$ cat src/rtl/button_autorepeat.sv
// button_autorepeat: synchronised, debounced push-button with hold-to-repeat.
// A press gives one PULSE. Holding the button gives a first repeat after
// REPEAT_DELAY_CYCLES, then one every REPEAT_PERIOD_CYCLES.
// Optional macro BUTTON_AUTOREPEAT_ACCEL_EN: after 8 pulses in the REPEAT
// state the repeat period is halved.
module button_autorepeat #(
    parameter int DEBOUNCE_CYCLES      = 1_000_000,
    parameter int REPEAT_DELAY_CYCLES  = 50_000_000,
    parameter int REPEAT_PERIOD_CYCLES = 10_000_000
) (
    input  logic CLK100MHZ,
    input  logic RESET,
    input  logic BTN_IN,
    output logic PULSE,
    output logic HELD,
    output logic REPEATING
);

    localparam int DCW  = (DEBOUNCE_CYCLES > 1) ? $clog2(DEBOUNCE_CYCLES + 1) : 1;
    localparam int RMAX = (REPEAT_DELAY_CYCLES > REPEAT_PERIOD_CYCLES) ?
                          REPEAT_DELAY_CYCLES : REPEAT_PERIOD_CYCLES;
    localparam int RCW  = $clog2(RMAX + 1);

    localparam logic [DCW-1:0] DEB_LAST    = DCW'(DEBOUNCE_CYCLES - 1);
    localparam logic [RCW-1:0] DELAY_LAST  = RCW'(REPEAT_DELAY_CYCLES - 1);
    localparam logic [RCW-1:0] PERIOD_LAST = RCW'(REPEAT_PERIOD_CYCLES - 1);

    localparam logic [1:0] ST_IDLE   = 2'd0;
    localparam logic [1:0] ST_DELAY  = 2'd1;
    localparam logic [1:0] ST_REPEAT = 2'd2;

    logic           s1_q, s2_q;
    logic           held_q, held_d;
    logic [DCW-1:0] dcnt_q, dcnt_d;
    logic [1:0]     state_q, state_d;
    logic [RCW-1:0] rcnt_q, rcnt_d;
    logic           pulse_q, pulse_d;
    logic           repeating_q, repeating_d;
    logic           rise, fall;
    logic [RCW-1:0] period_last;

`ifdef BUTTON_AUTOREPEAT_ACCEL_EN
    localparam logic [RCW-1:0] FAST_LAST = RCW'((REPEAT_PERIOD_CYCLES >> 1) - 1);
    logic [3:0] rep_cnt_q, rep_cnt_d;

    // Repeat period: halved once eight REPEAT-state pulses have been produced.
    always_comb begin
        period_last = (rep_cnt_q == 4'd8) ? FAST_LAST : PERIOD_LAST;
    end
`else
    // Repeat period: fixed.
    always_comb begin
        period_last = PERIOD_LAST;
    end
`endif

    // Debouncer: accept s2 once it has differed from HELD for DEBOUNCE_CYCLES
    // consecutive edges; rise/fall flag the edge on which HELD changes so the
    // FSM reacts in the same cycle.
    always_comb begin
        held_d = held_q;
        dcnt_d = '0;
        rise   = 1'b0;
        fall   = 1'b0;
        if (s2_q != held_q) begin
            if (dcnt_q == DEB_LAST) begin
                held_d = s2_q;
                rise   = s2_q;
                fall   = ~s2_q;
            end else begin
                dcnt_d = dcnt_q + 1'b1;
            end
        end
    end

    // Press/repeat FSM: rcnt restarts on every state entry and every pulse;
    // a debounced fall always wins over a coincident terminal count.
    always_comb begin
        state_d = state_q;
        rcnt_d  = rcnt_q;
        pulse_d = 1'b0;
`ifdef BUTTON_AUTOREPEAT_ACCEL_EN
        rep_cnt_d = rep_cnt_q;
`endif
        case (state_q)
            ST_IDLE: begin
                rcnt_d = '0;
`ifdef BUTTON_AUTOREPEAT_ACCEL_EN
                rep_cnt_d = '0;
`endif
                if (rise) begin
                    pulse_d = 1'b1;
                    state_d = ST_DELAY;
                end
            end
            ST_DELAY: begin
                if (fall) begin
                    state_d = ST_IDLE;
                    rcnt_d  = '0;
`ifdef BUTTON_AUTOREPEAT_ACCEL_EN
                    rep_cnt_d = '0;
`endif
                end else if (rcnt_q == DELAY_LAST) begin
                    pulse_d = 1'b1;
                    state_d = ST_REPEAT;
                    rcnt_d  = '0;
                end else begin
                    rcnt_d = rcnt_q + 1'b1;
                end
            end
            ST_REPEAT: begin
                if (fall) begin
                    state_d = ST_IDLE;
                    rcnt_d  = '0;
`ifdef BUTTON_AUTOREPEAT_ACCEL_EN
                    rep_cnt_d = '0;
`endif
                end else if (rcnt_q == period_last) begin
                    pulse_d = 1'b1;
                    rcnt_d  = '0;
`ifdef BUTTON_AUTOREPEAT_ACCEL_EN
                    if (rep_cnt_q != 4'd8) begin
                        rep_cnt_d = rep_cnt_q + 4'd1;
                    end
`endif
                end else begin
                    rcnt_d = rcnt_q + 1'b1;
                end
            end
            default: begin
                state_d = ST_IDLE;
                rcnt_d  = '0;
            end
        endcase
    end

    // REPEATING reflects the registered state, so it lags entry by one cycle.
    always_comb begin
        repeating_d = (state_q == ST_REPEAT);
    end

    // State registers, all cleared asynchronously.
    always_ff @(posedge CLK100MHZ or posedge RESET) begin
        if (RESET) begin
            s1_q        <= 1'b0;
            s2_q        <= 1'b0;
            held_q      <= 1'b0;
            dcnt_q      <= '0;
            state_q     <= ST_IDLE;
            rcnt_q      <= '0;
            pulse_q     <= 1'b0;
            repeating_q <= 1'b0;
        end else begin
            s1_q        <= BTN_IN;
            s2_q        <= s1_q;
            held_q      <= held_d;
            dcnt_q      <= dcnt_d;
            state_q     <= state_d;
            rcnt_q      <= rcnt_d;
            pulse_q     <= pulse_d;
            repeating_q <= repeating_d;
        end
    end

`ifdef BUTTON_AUTOREPEAT_ACCEL_EN
    // Repeat-count register for the acceleration feature.
    always_ff @(posedge CLK100MHZ or posedge RESET) begin
        if (RESET) begin
            rep_cnt_q <= '0;
        end else begin
            rep_cnt_q <= rep_cnt_d;
        end
    end
`endif

    assign PULSE     = pulse_q;
    assign HELD      = held_q;
    assign REPEATING = repeating_q;

endmodule

$ cat config.mk
export PLATFORM = sky130hd
export DESIGN_NAME = button_autorepeat
export DESIGN_NICKNAME = d
export VERILOG_FILES = /design/src/rtl/button_autorepeat.sv
export SDC_FILE = /design/constraint.sdc
export NUM_CORES = 1
export LEC_CHECK = 0
export ABC_CLOCK_PERIOD_IN_PS = 4760
export CORE_MARGIN = 2
export CORE_UTILIZATION = 50
export DETAILED_ROUTE_END_ITERATION = 8
export DONT_BUFFER_PORTS = 1
export PLACE_DENSITY = 0.69
export SLEW_MARGIN = 30
export SYNTH_ARGS = -nofsm -noshare
export SYNTH_HDL_FRONTEND = slang
export SYNTH_SLANG_ARGS = --single-unit
$ cat constraint.sdc
create_clock -name CLK100MHZ -period 4.76 [get_ports CLK100MHZ]
set_input_delay 0.714 -clock CLK100MHZ [delete_from_list [all_inputs] [get_ports CLK100MHZ]]
set_output_delay 0.714 -clock CLK100MHZ [all_outputs]
set_load 0.01 [all_outputs]
==> results of run 1 <==
==> cell usage in the layout, fill, tap and decap left out, types with 2 or more instances in the layout <==
| cell type | instances |
|---|---|
| sky130_fd_sc_hd__nor2_1 | 58 |
| sky130_fd_sc_hd__dfrtp_1 | 53 |
| sky130_fd_sc_hd__xnor2_1 | 27 |
| sky130_fd_sc_hd__nand2_1 | 23 |
| sky130_fd_sc_hd__xor2_1 | 15 |
| sky130_fd_sc_hd__nand4_1 | 14 |
| sky130_fd_sc_hd__nand3_1 | 14 |
| sky130_fd_sc_hd__inv_1 | 9 |
| sky130_fd_sc_hd__nor3_1 | 9 |
| sky130_fd_sc_hd__nor4_1 | 6 |
| sky130_fd_sc_hd__ha_1 | 6 |
| sky130_fd_sc_hd__clkbuf_8 | 5 |
| sky130_fd_sc_hd__and2_1 | 4 |
| sky130_fd_sc_hd__and3_1 | 4 |
| sky130_fd_sc_hd__nor4b_1 | 3 |
| sky130_fd_sc_hd__and4_1 | 3 |
| sky130_fd_sc_hd__nor4bb_1 | 2 |
| sky130_fd_sc_hd__o21ai_0 | 2 |
| sky130_fd_sc_hd__nand2b_1 | 2 |
| sky130_fd_sc_hd__a211o_1 | 2 |
| sky130_fd_sc_hd__or3_1 | 2 |
==> per-stage QoR <==
stage,cells,hold WS [ps],setup slack [ps]
after floorplan,280,331,2690
after detailed placement,344,349,2090
after global routing,352,385,1790
after global placement,344,335,2200
after CTS,352,371,2070
final,352,333,2080
==> logic make-up after synthesis <==
family / Yosys count / synth area share
adders and majority gates: 6 / 0.0278
muxes: 1 / 0.00417
xor gates and xnor gates: 42 / 0.136
and+or+nand+nor: 153 / 0.282
AOI/OAI and AO/OA: 9 / 0.0273
buffers and inverters: 16 / 0.0315
DFF: 53 / 0.491
==> metal layers <==
metal	vias to the layer above	part of all wire	wire length [um]
met5	-	0	0
met4	0	0.029	144
met3	14	0.021	104
met2	21	0.48	2380
met1	903	0.47	2320
li1	950	-	-
==> where the power goes <==
group          switching [W]  internal [W]  leakage [nW]   total, W
combinational      0.0000128    0.00000266         0.287  0.0000154
sequential        0.00000192      0.000453         0.734   0.000455
clock               0.000154      0.000158        0.0585   0.000312
==> cell type report <==
cell class / instances / area (sq um)
Inverter: 10 / 40.0
Clock inverter: 3 / 43.8
Tap cell: 70 / 87.6
Clock buffer: 5 / 68.8
Sequential cell: 53 / 1330
Multi-Input combinational cell: 211 / 1300
Fill cell: 464 / 2310
==> sequential cells by signal, indices dropped and copies added, names as in the netlist <==
signal and cells:
REPEATING 1, PULSE 1, s1_q 1, dcnt_q 20, s2_q 1, rcnt_q 26, state_q 2, HELD 1
==> synthesized netlist by cell type <==
cell,n
sky130_fd_sc_hd__nor3_1,9
sky130_fd_sc_hd__buf_2,2
sky130_fd_sc_hd__or2_1,1
sky130_fd_sc_hd__o41ai_1,1
sky130_fd_sc_hd__mux2_2,1
sky130_fd_sc_hd__nand2b_1,2
sky130_fd_sc_hd__nor4_1,6
sky130_fd_sc_hd__a221oi_1,1
sky130_fd_sc_hd__clkbuf_1,1
sky130_fd_sc_hd__or3b_1,1
sky130_fd_sc_hd__or4_1,1
sky130_fd_sc_hd__xnor2_1,27
sky130_fd_sc_hd__or2_2,1
sky130_fd_sc_hd__o21ai_0,2
sky130_fd_sc_hd__o21ai_2,1
sky130_fd_sc_hd__inv_1,10
sky130_fd_sc_hd__and3_1,4
sky130_fd_sc_hd__and2_1,4
sky130_fd_sc_hd__nand4_1,14
sky130_fd_sc_hd__nor2b_1,1
sky130_fd_sc_hd__xor2_1,15
sky130_fd_sc_hd__nor4bb_1,2
sky130_fd_sc_hd__nand2_1,23
sky130_fd_sc_hd__and4_1,3
sky130_fd_sc_hd__dfrtp_1,53
sky130_fd_sc_hd__a2bb2oi_1,1
sky130_fd_sc_hd__nand3_2,1
sky130_fd_sc_hd__o41a_1,1
sky130_fd_sc_hd__or3_1,2
sky130_fd_sc_hd__nand4b_1,1
sky130_fd_sc_hd__buf_6,3
sky130_fd_sc_hd__nor3b_1,1
sky130_fd_sc_hd__a211o_1,2
sky130_fd_sc_hd__nand3_1,14
sky130_fd_sc_hd__ha_1,6
sky130_fd_sc_hd__nor4b_1,4
sky130_fd_sc_hd__nor2_1,58
==> critical path, delay by kind of cell, from the launching register on <==
kind	cells	cell delay (ps)
compound gates	1	710
fa+ha+maj	1	200
flops	1	370
simple gates	4	1230
==> worst min-delay path by stage <==
| stage | to | slack, ps | depth (start not counted) |
|---|---|---|---|
| floorplan | s2_q | 330 | 0 |
| CTS | s2_q | 370 | 0 |
| global route | s2_q | 390 | 0 |
| global placement | s2_q | 330 | 0 |
| detailed placement | s2_q | 350 | 0 |
| finish | dcnt_q[3] | 330 | 1 |
==> out/summary.txt, run 1 <==
=================================================================================================
First-pass iteration count of the detailed router                                               4
Endpoint required time on the critical path                                               4930 ps
Hold-fix buffers, CTS                                                                           0
Routing usage on met1                                                                       0.226
Vias in the first global route                                                               1914
Yosys warns                                                                                     0
Leakage Power                                                                             1.08 nW
Global-route wire length before repair                                                    8.75 mm
Antenna Cells                                                                                   0
Peak supply drop                                                                           195 uV
Clock Root Buffer                                                                    sky130_fd_sc_hd__clkbuf_8
Fraction of the cycle the final worst path needs                                            0.562
Met3 GRT Util                                                                              0.0419
Critical path's largest stage delay                                                        710 ps
Count of buffers from port buffering                                                            0
Floorplan core area                                                                  0.00517 sq mm
GRT Overall Usage                                                                           0.184
Number of distinct library cell variants in the gate-level netlist after synthesis             37
Number of antenna violations at the first check in global routing                               0
MaxCap Viol Count                                                                               0
Clk buf depth                                                                                   2
Post-synth top area cell                                                             sky130_fd_sc_hd__dfrtp_1
Share of post-route cells with drive strength above 1                                      0.0496
Worst setup SP type                                                                      register
Final design area excluding fillers                                                  0.00286 sq mm
TritonCTS clock tree                                                                         done
Leading post-synthesis cells by cell area                                            sky130_fd_sc_hd__dfrtp_1 49%, sky130_fd_sc_hd__xnor2_1 8.8%, sky130_fd_sc_hd__nor2_1 8.1%
Reg-to-reg setup timing slack                                                             2080 ps
Mean post-synth cell area                                                              9.65 sq um
Endpoint arrival time on the critical path                                                2840 ps
Site Rows                                                                                      26
Run status                                                                           finished clean
Fin. max-slew vios                                                                              0
Total power after layout                                                               0.000782 W
Capturing point of the worst reg2reg path                                              rcnt_q[16]
Worst skew pair latency                                                                    310 ps
Number of vias per cell after detailed routing                                               5.36
Sequence of cells on the critical path                                               ha_1 > nand3_2 > or2_1 > nor4_1 > a211o_1 > nor2_1
Count of instances resized after the clock tree is built                                        0
Capturing element type of the critical path                                              register
Instance count of the mapped netlist                                                          280
CTS clock-pin slew for the worst setup and hold paths                                      100 ps
Number of flip-flops and latches in the synthesized netlist                                    53
Vias post-DR                                                                                 1888
Post-Place Cell Area                                                                 0.00275 sq mm
Utilization of the core after routing                                                       0.553
Count of routing violations after the opening detailed-route iteration                         68
DIE WIDTH                                                                                 77.5 um
Highest clock rate                                                                      0.374 GHz
Antenna Nets Post-Route                                                                         0
# H-tree levels                                                                                 2
TritonCTS Buffers                                                                               5
Pwr dens                                                                              273 mW/mm^2
Worst Path Max Fanout                                                                          26
Worst r2r src                                                                           dcnt_q[0]
Initial cell density of the core                                                            0.522
M2 GR Usage                                                                                 0.309
Post CTS Setup Buffer Count                                                                     0
Sink count of the clock tree                                                                   53
Number of I/O pins                                                                              6
Layout Nets                                                                                   290
Logic depth of the worst register-to-register path                                              6
RSZ-0062 raised after global routing                                                        false
Layer with the highest usage after global routing                                            met2
Setup TNS Final                                                                              0 ps
Post-detailed-route DRC marker count                                                            0
Relative slew slack                                                                         0.477
Area Growth Syn to Fin                                                                      5.98%
HPWL after DPL                                                                            3.36 mm
Number of hold-slack violations in the final timing report                                      0
DRT Wirelength                                                                            4.94 mm
Vertical die dimension                                                                    77.5 um
Top cell type's share of synthesized area                                                   0.491
Final clock skew                                                                          9.36 ps
Kind of critical path                                                                  reg -> reg
Total congestion overflow after global routing                                                  0
Endpoint of the worst setup timing path                                                rcnt_q[16]
Number of nets produced by synthesis                                                          289
Weighted congestion at the end of routability-driven global placement                       0.812
Transition at the pin with the smallest max-transition slack                               785 ps
Worst Setup SP                                                                          dcnt_q[0]
Critical Path Slowest Stage Cell                                                     sky130_fd_sc_hd__a211o_1
Endpoints failing setup                                                                         0
Maximum number of pins on one net before global-route repair                                   54
Mean routed wirelength per cell                                                           14.0 um
Final critical delay including setup and external delays                                  2680 ps
Fraction of the yosys area taken by sequential cells                                        0.491
Worst min-delay path class                                                            in -> async
Area of the die                                                                      0.00601 sq mm
Combined area of all synthesized cells                                               0.00270 sq mm
=================================================================================================
Power figures use the tool's default switching activity.
==> run 2, diff against run 1 <==
ABC_CLOCK_PERIOD_IN_PS = 2700   (was 4760)
clock period = 2.7 ns   (was 4.76 ns; I/O delays follow)
==> run 2 against run 1 <==
  * Cell count grew 2.0%
  * Count of clock-buffer cells in the layout is the same
  * Critical endpoint is now rcnt_q[14]
  * Non-clock buffer count grew 7
  * Worst hold slack lost 330 ps
==> out/summary.txt, run 2 (synthesis gave the netlist of run 1 again) <==
=====================================================================================
Global-route wire length before repair                                        8.57 mm
Highest clock rate                                                          0.455 GHz
MaxCap Viol Count                                                                   0
Clk buf depth                                                                       2
Layout Nets                                                                       297
Number of vias per cell after detailed routing                                   5.36
Vias in the first global route                                                   1937
Vertical die dimension                                                        77.5 um
Reg-to-reg setup timing slack                                                  500 ps
TritonCTS clock tree                                                             done
Peak supply drop                                                               368 uV
Sink count of the clock tree                                                       53
Post-Place Cell Area                                                     0.00279 sq mm
Utilization of the core after routing                                           0.562
Run status                                                               finished clean
First-pass iteration count of the detailed router                                   4
Reg with most FFs                                                              rcnt_q
Final critical delay including setup and external delays                      2200 ps
Post CTS Setup Buffer Count                                                         0
Antenna Cells                                                                       0
Clock network fraction of total power                                           0.399
Number of antenna violations at the first check in global routing                   0
Pwr dens                                                                  477 mW/mm^2
CTS clock-pin slew for the worst setup and hold paths                          100 ps
Worst min-delay path class                                                in -> async
Worst setup SP type                                                          register
Setup TNS Final                                                                  0 ps
HPWL after DPL                                                                3.37 mm
Net switching fraction of the power                                             0.218
Kind of critical path                                                      reg -> reg
Fin. max-slew vios                                                                  0
Endpoint arrival time on the critical path                                    2390 ps
Count of buffers from port buffering                                                0
Post-detailed-route DRC marker count                                                0
Count of routing violations after the opening detailed-route iteration             60
Antenna Nets Post-Route                                                             0
Final design area excluding fillers                                      0.00291 sq mm
Worst r2r src                                                               rcnt_q[9]
Fraction of the cycle the final worst path needs                                0.814
Mean routed wirelength per cell                                               13.2 um
Combinational power share                                                       0.023
Most frequent standard cell in the layout excluding fill and tap cells   sky130_fd_sc_hd__nor2_1
Vias post-DR                                                                     1926
Logic depth of the worst register-to-register path                                  6
Total congestion overflow after global routing                                      0
Site Rows                                                                          26
GRT Overall Usage                                                               0.178
Flip-flop count of the largest register, all copies and words added                26
Initial cell density of the core                                                0.522
Clock Root Buffer                                                        sky130_fd_sc_hd__clkbuf_8
Final clock skew                                                              8.69 ps
Post-place setup slack                                                         500 ps
Area Growth Syn to Fin                                                          7.69%
Transition at the pin with the smallest max-transition slack                   560 ps
Weighted congestion at the end of routability-driven global placement           0.817
# H-tree levels                                                                     2
RSZ-0062 raised after global routing                                            false
Power Internal                                                              0.00108 W
Endpoint required time on the critical path                                   2890 ps
DRT Wirelength                                                                4.75 mm
Capturing element type of the critical path                                  register
Hold-fix buffers, CTS                                                               0
Net switching power of the design                                          0.000302 W
Part of the total power dissipated in sequential elements                       0.578
Area of the die                                                          0.00601 sq mm
Relative slew slack                                                             0.622
TritonCTS Buffers                                                                   5
PnR worst setup slack                                                          501 ps
Worst Path Max Fanout                                                              26
Floorplan core area                                                      0.00517 sq mm
Leakage Power                                                                 1.11 nW
Capturing point of the worst reg2reg path                                  rcnt_q[14]
Commonest cells after routing, fill and taps aside                       58 x sky130_fd_sc_hd__nor2_1, 53 x sky130_fd_sc_hd__dfrtp_1, 27 x sky130_fd_sc_hd__xnor2_1
DIE WIDTH                                                                     77.5 um
Number of I/O pins                                                                  6
Endpoints failing setup                                                             0
Number of hold-slack violations in the final timing report                          0
Maximum number of pins on one net before global-route repair                       28
Share of post-route cells with drive strength above 1                          0.0692
Count of instances resized after the clock tree is built                            0
Top flop regs                                                            rcnt_q x26, dcnt_q x20, state_q x2
Worst skew pair latency                                                        310 ps
=====================================================================================
## run 2: cell types whose count changed in the layout (fill, tap and decap cells not counted), sizes merged
| cell | change |
|---|---|
| buf | +7 |
| clkinvlp | +1 |
| inv | -1 |
## run 2: metrics by stage
step / power (W) / cells / hold WS [ps]
after floorplan: 0.000839 / 280 / 331
after global placement: 0.000850 / 351 / 334
after detailed placement: 0.000851 / 351 / 336
after CTS: 0.00140 / 359 / 22.5
after global routing: 0.00144 / 359 / 37.7
final: 0.00139 / 359 / 6.72
## run 2: worst max-delay path by stage
| stage | slack [ps] | startpoint | endpoint | cells past startpoint |
|---|---|---|---|---|
| 2_1_floorplan | 630 | dcnt_q[0] | rcnt_q[13] | 9 |
| 3_3_place_gp | 560 | rcnt_q[9] | rcnt_q[25] | 6 |
| 3_5_place_dp | 500 | rcnt_q[9] | rcnt_q[16] | 6 |
| 4_1_cts | 470 | rcnt_q[9] | rcnt_q[16] | 6 |
| 5_1_grt | 320 | dcnt_q[7] | rcnt_q[14] | 7 |
| 6_report | 500 | rcnt_q[9] | rcnt_q[14] | 6 |
## run 2: layout make-up
class | count | area (sq um)
inverter | 10 | 37.5
multi-input combinational | 211 | 1290
sequential | 53 | 1330
fill | 460 | 2260
timing repair buffer | 7 | 52.6
tap | 70 | 87.6
clock inverter | 3 | 46.3
clock buffer | 5 | 68.8
## run 2: worst max-delay path, cell delays in order, from the launching register on
cell and delay [ps]:
sky130_fd_sc_hd__dfrtp_1 440, sky130_fd_sc_hd__or3b_1 370, sky130_fd_sc_hd__or4_1 570, sky130_fd_sc_hd__o21ai_2 190
sky130_fd_sc_hd__a211o_1 150, sky130_fd_sc_hd__buf_4 260, sky130_fd_sc_hd__nor2_1 90
## run 2: power groups by stage
stage          clock, W  combinational, W  sequential [W]
2_1_floorplan         0         0.0000222        0.000817
3_3_place_gp          0         0.0000328        0.000817
3_5_place_dp          0         0.0000334        0.000817
4_1_cts        0.000567         0.0000334        0.000802
5_1_grt        0.000600         0.0000376        0.000802
6_report       0.000553         0.0000316        0.000802
## run 2: routing by layer
layer,vias to the layer above,share of wire,track usage
li1,969,-,-
met1,928,0.47,0.221
met3,9,0.021,0.0349
met2,20,0.49,0.301
met5,-,0,0
met4,0,0.020,0.0786
==> run 3, diff against run 2 <==
ABC_CLOCK_PERIOD_IN_PS = 2100   (was 2700)
clock period = 2.1 ns   (was 2.7 ns; I/O delays follow)
==> run 3 against run 2 <==
  * Sequential power increased by 28%
  * Cell count grew 2.5%
  * Register-to-register slack worse by 410 ps
  * Sequential share of layout area down 2.1 points
  * Critical endpoint is now rcnt_q[24]
  * Largest cell class is now multi-input combinational cells
  * Core utilization rose by 2.8 points
  * Worst hold slack improved by 15 ps
  * Via count is 1.9% higher
==> out/summary.txt, run 3 (synthesis gave the netlist of run 1 again) <==
=====================================================================================
Clk buf depth                                                                       2
Min-Delay Path Depth                                                                0
Capturing point of the worst reg2reg path                                  rcnt_q[24]
Layout Nets                                                                       306
Worst Path Max Fanout                                                              13
Worst r2r src                                                               rcnt_q[9]
Global-route wire length before repair                                        8.61 mm
Leakage Power                                                                 1.19 nW
Capturing element type of the critical path                                  register
Fraction of the cycle the final worst path needs                                0.955
Endpoint required time on the critical path                                   2300 ps
Top flop regs                                                            rcnt_q x26, dcnt_q x20, state_q x2
Worst min-delay path class                                                  in -> reg
GRT Overall Usage                                                               0.179
Sink count of the clock tree                                                       53
Worst slack on hold paths                                                     21.6 ps
FILL cells                                                                        438
Floorplan core area                                                      0.00517 sq mm
Most frequent standard cell in the layout excluding fill and tap cells   sky130_fd_sc_hd__nor2_1
MaxCap Viol Count                                                                   0
Area Growth Syn to Fin                                                          13.0%
Logic depth of the worst register-to-register path                                  6
Highest clock rate                                                          0.499 GHz
Peak supply drop                                                               464 uV
Worst setup SP type                                                          register
Setup TNS Final                                                                  0 ps
Reg with most FFs                                                              rcnt_q
Number of hold-slack violations in the final timing report                          0
Fin. max-slew vios                                                                  0
Count of routing violations after the opening detailed-route iteration            124
Relative slew slack                                                             0.616
Clock Root Buffer                                                        sky130_fd_sc_hd__clkbuf_8
Hold endpoint                                                                    s1_q
Number of vias per cell after detailed routing                                   5.33
Initial cell density of the core                                                0.522
Worst hold start                                                               BTN_IN
Number of I/O pins                                                                  6
CTS clock-pin slew for the worst setup and hold paths                          100 ps
Weighted congestion at the end of routability-driven global placement           0.865
HPWL after DPL                                                                3.38 mm
Run status                                                               finished clean
TritonCTS Buffers                                                                   5
Pwr dens                                                                  541 mW/mm^2
Share of post-route cells with drive strength above 1                           0.111
Number of antenna violations at the first check in global routing                   0
Final design area excluding fillers                                      0.00305 sq mm
Site Rows                                                                          26
Antenna Cells                                                                       0
Vias post-DR                                                                     1963
Count of buffers from port buffering                                                0
DRT Wirelength                                                                5.08 mm
Vias in the first global route                                                   1984
Total congestion overflow after global routing                                      0
Mean routed wirelength per cell                                               13.8 um
Total power after layout                                                    0.00165 W
Kind of critical path                                                      reg -> reg
Vertical die dimension                                                        77.5 um
Worst skew pair latency                                                        310 ps
Post-detailed-route DRC marker count                                                0
TritonCTS clock tree                                                             done
Endpoint arrival time on the critical path                                    2200 ps
Antenna Nets Post-Route                                                             0
Reg-to-reg setup timing slack                                                   90 ps
Post-Place Cell Area                                                     0.00285 sq mm
Utilization of the core after routing                                           0.590
Final clock skew                                                              6.67 ps
Commonest cells after routing, fill and taps aside                       58 x sky130_fd_sc_hd__nor2_1, 53 x sky130_fd_sc_hd__dfrtp_1, 27 x sky130_fd_sc_hd__xnor2_1
DIE WIDTH                                                                     77.5 um
Area of the die                                                          0.00601 sq mm
Transition at the pin with the smallest max-transition slack                   576 ps
# H-tree levels                                                                     2
Flip-flop count of the largest register, all copies and words added                26
Maximum number of pins on one net before global-route repair                       28
First-pass iteration count of the detailed router                                   4
Endpoints failing setup                                                             0
Final critical delay including setup and external delays                      2010 ps
=====================================================================================
[run 3: layout make-up]
class	count	area, sq um	area share
multi-input cells	211	1350	0.441
flip-flops and latches	53	1330	0.434
repair buffers	16	169	0.0553
well taps	70	87.6	0.0287
clock buffers	6	72.6	0.0238
inverters	10	37.5	0.0123
clock inverters	2	15.0	0.00492
[run 3: worst max path at each step]
stage	endpoint	startpoint	depth (start not counted)
detailed placement	rcnt_q[7]	rcnt_q[9]	6
finish	rcnt_q[24]	rcnt_q[9]	6
global route	rcnt_q[23]	rcnt_q[0]	7
CTS	rcnt_q[24]	rcnt_q[9]	6
floorplan	rcnt_q[13]	dcnt_q[0]	9
global placement	rcnt_q[4]	rcnt_q[9]	6
[run 3: power breakdown]
part / internal [W] / total [W] / switching, W / leakage [nW]
Clock: 0.000236 / 0.000577 / 0.000341 / 0.0374
Combinational: 0.0000132 / 0.0000439 / 0.0000307 / 0.415
Sequential: 0.00103 / 0.00103 / 0.00000421 / 0.734
Total: 0.00128 / 0.00165 / 0.000376 / 1.19
[run 3: critical path: stages, from the launching register on]
cell and delay (ps):
sky130_fd_sc_hd__dfrtp_1 390, sky130_fd_sc_hd__or3b_1 370, sky130_fd_sc_hd__or4_4 560, sky130_fd_sc_hd__o21ai_4 170
sky130_fd_sc_hd__a211o_4 200, sky130_fd_sc_hd__buf_12 140, sky130_fd_sc_hd__nor2_1 50
[run 3: metal layers]
metal  routed length [um]  share of wire  GRT usage  up-vias
li1                     -              -          -      981
met5                    0              0          0        -
met2                 2480           0.49      0.301       26
met4                   98          0.019     0.0696        0
met3                  114          0.022     0.0349       11
met1                 2380           0.47      0.228      945
[run 3: timing repair]
action / CTS / global route
hold buffers: 1 / 0
setup buffers: 0 / 2
setup endpoints to repair: 0 / 28
gates resized for setup: 0 / 8
endpoints found under the hold margin: 26 / 0
[run 3: stage by stage]
stage	worst slack (ps)	std cells
2_1_floorplan	27.2	280
3_3_place_gp	88.7	355
3_5_place_dp	24.4	355
4_1_cts	0.427	364
5_1_grt	-0.778	368
6_report	94.1	368
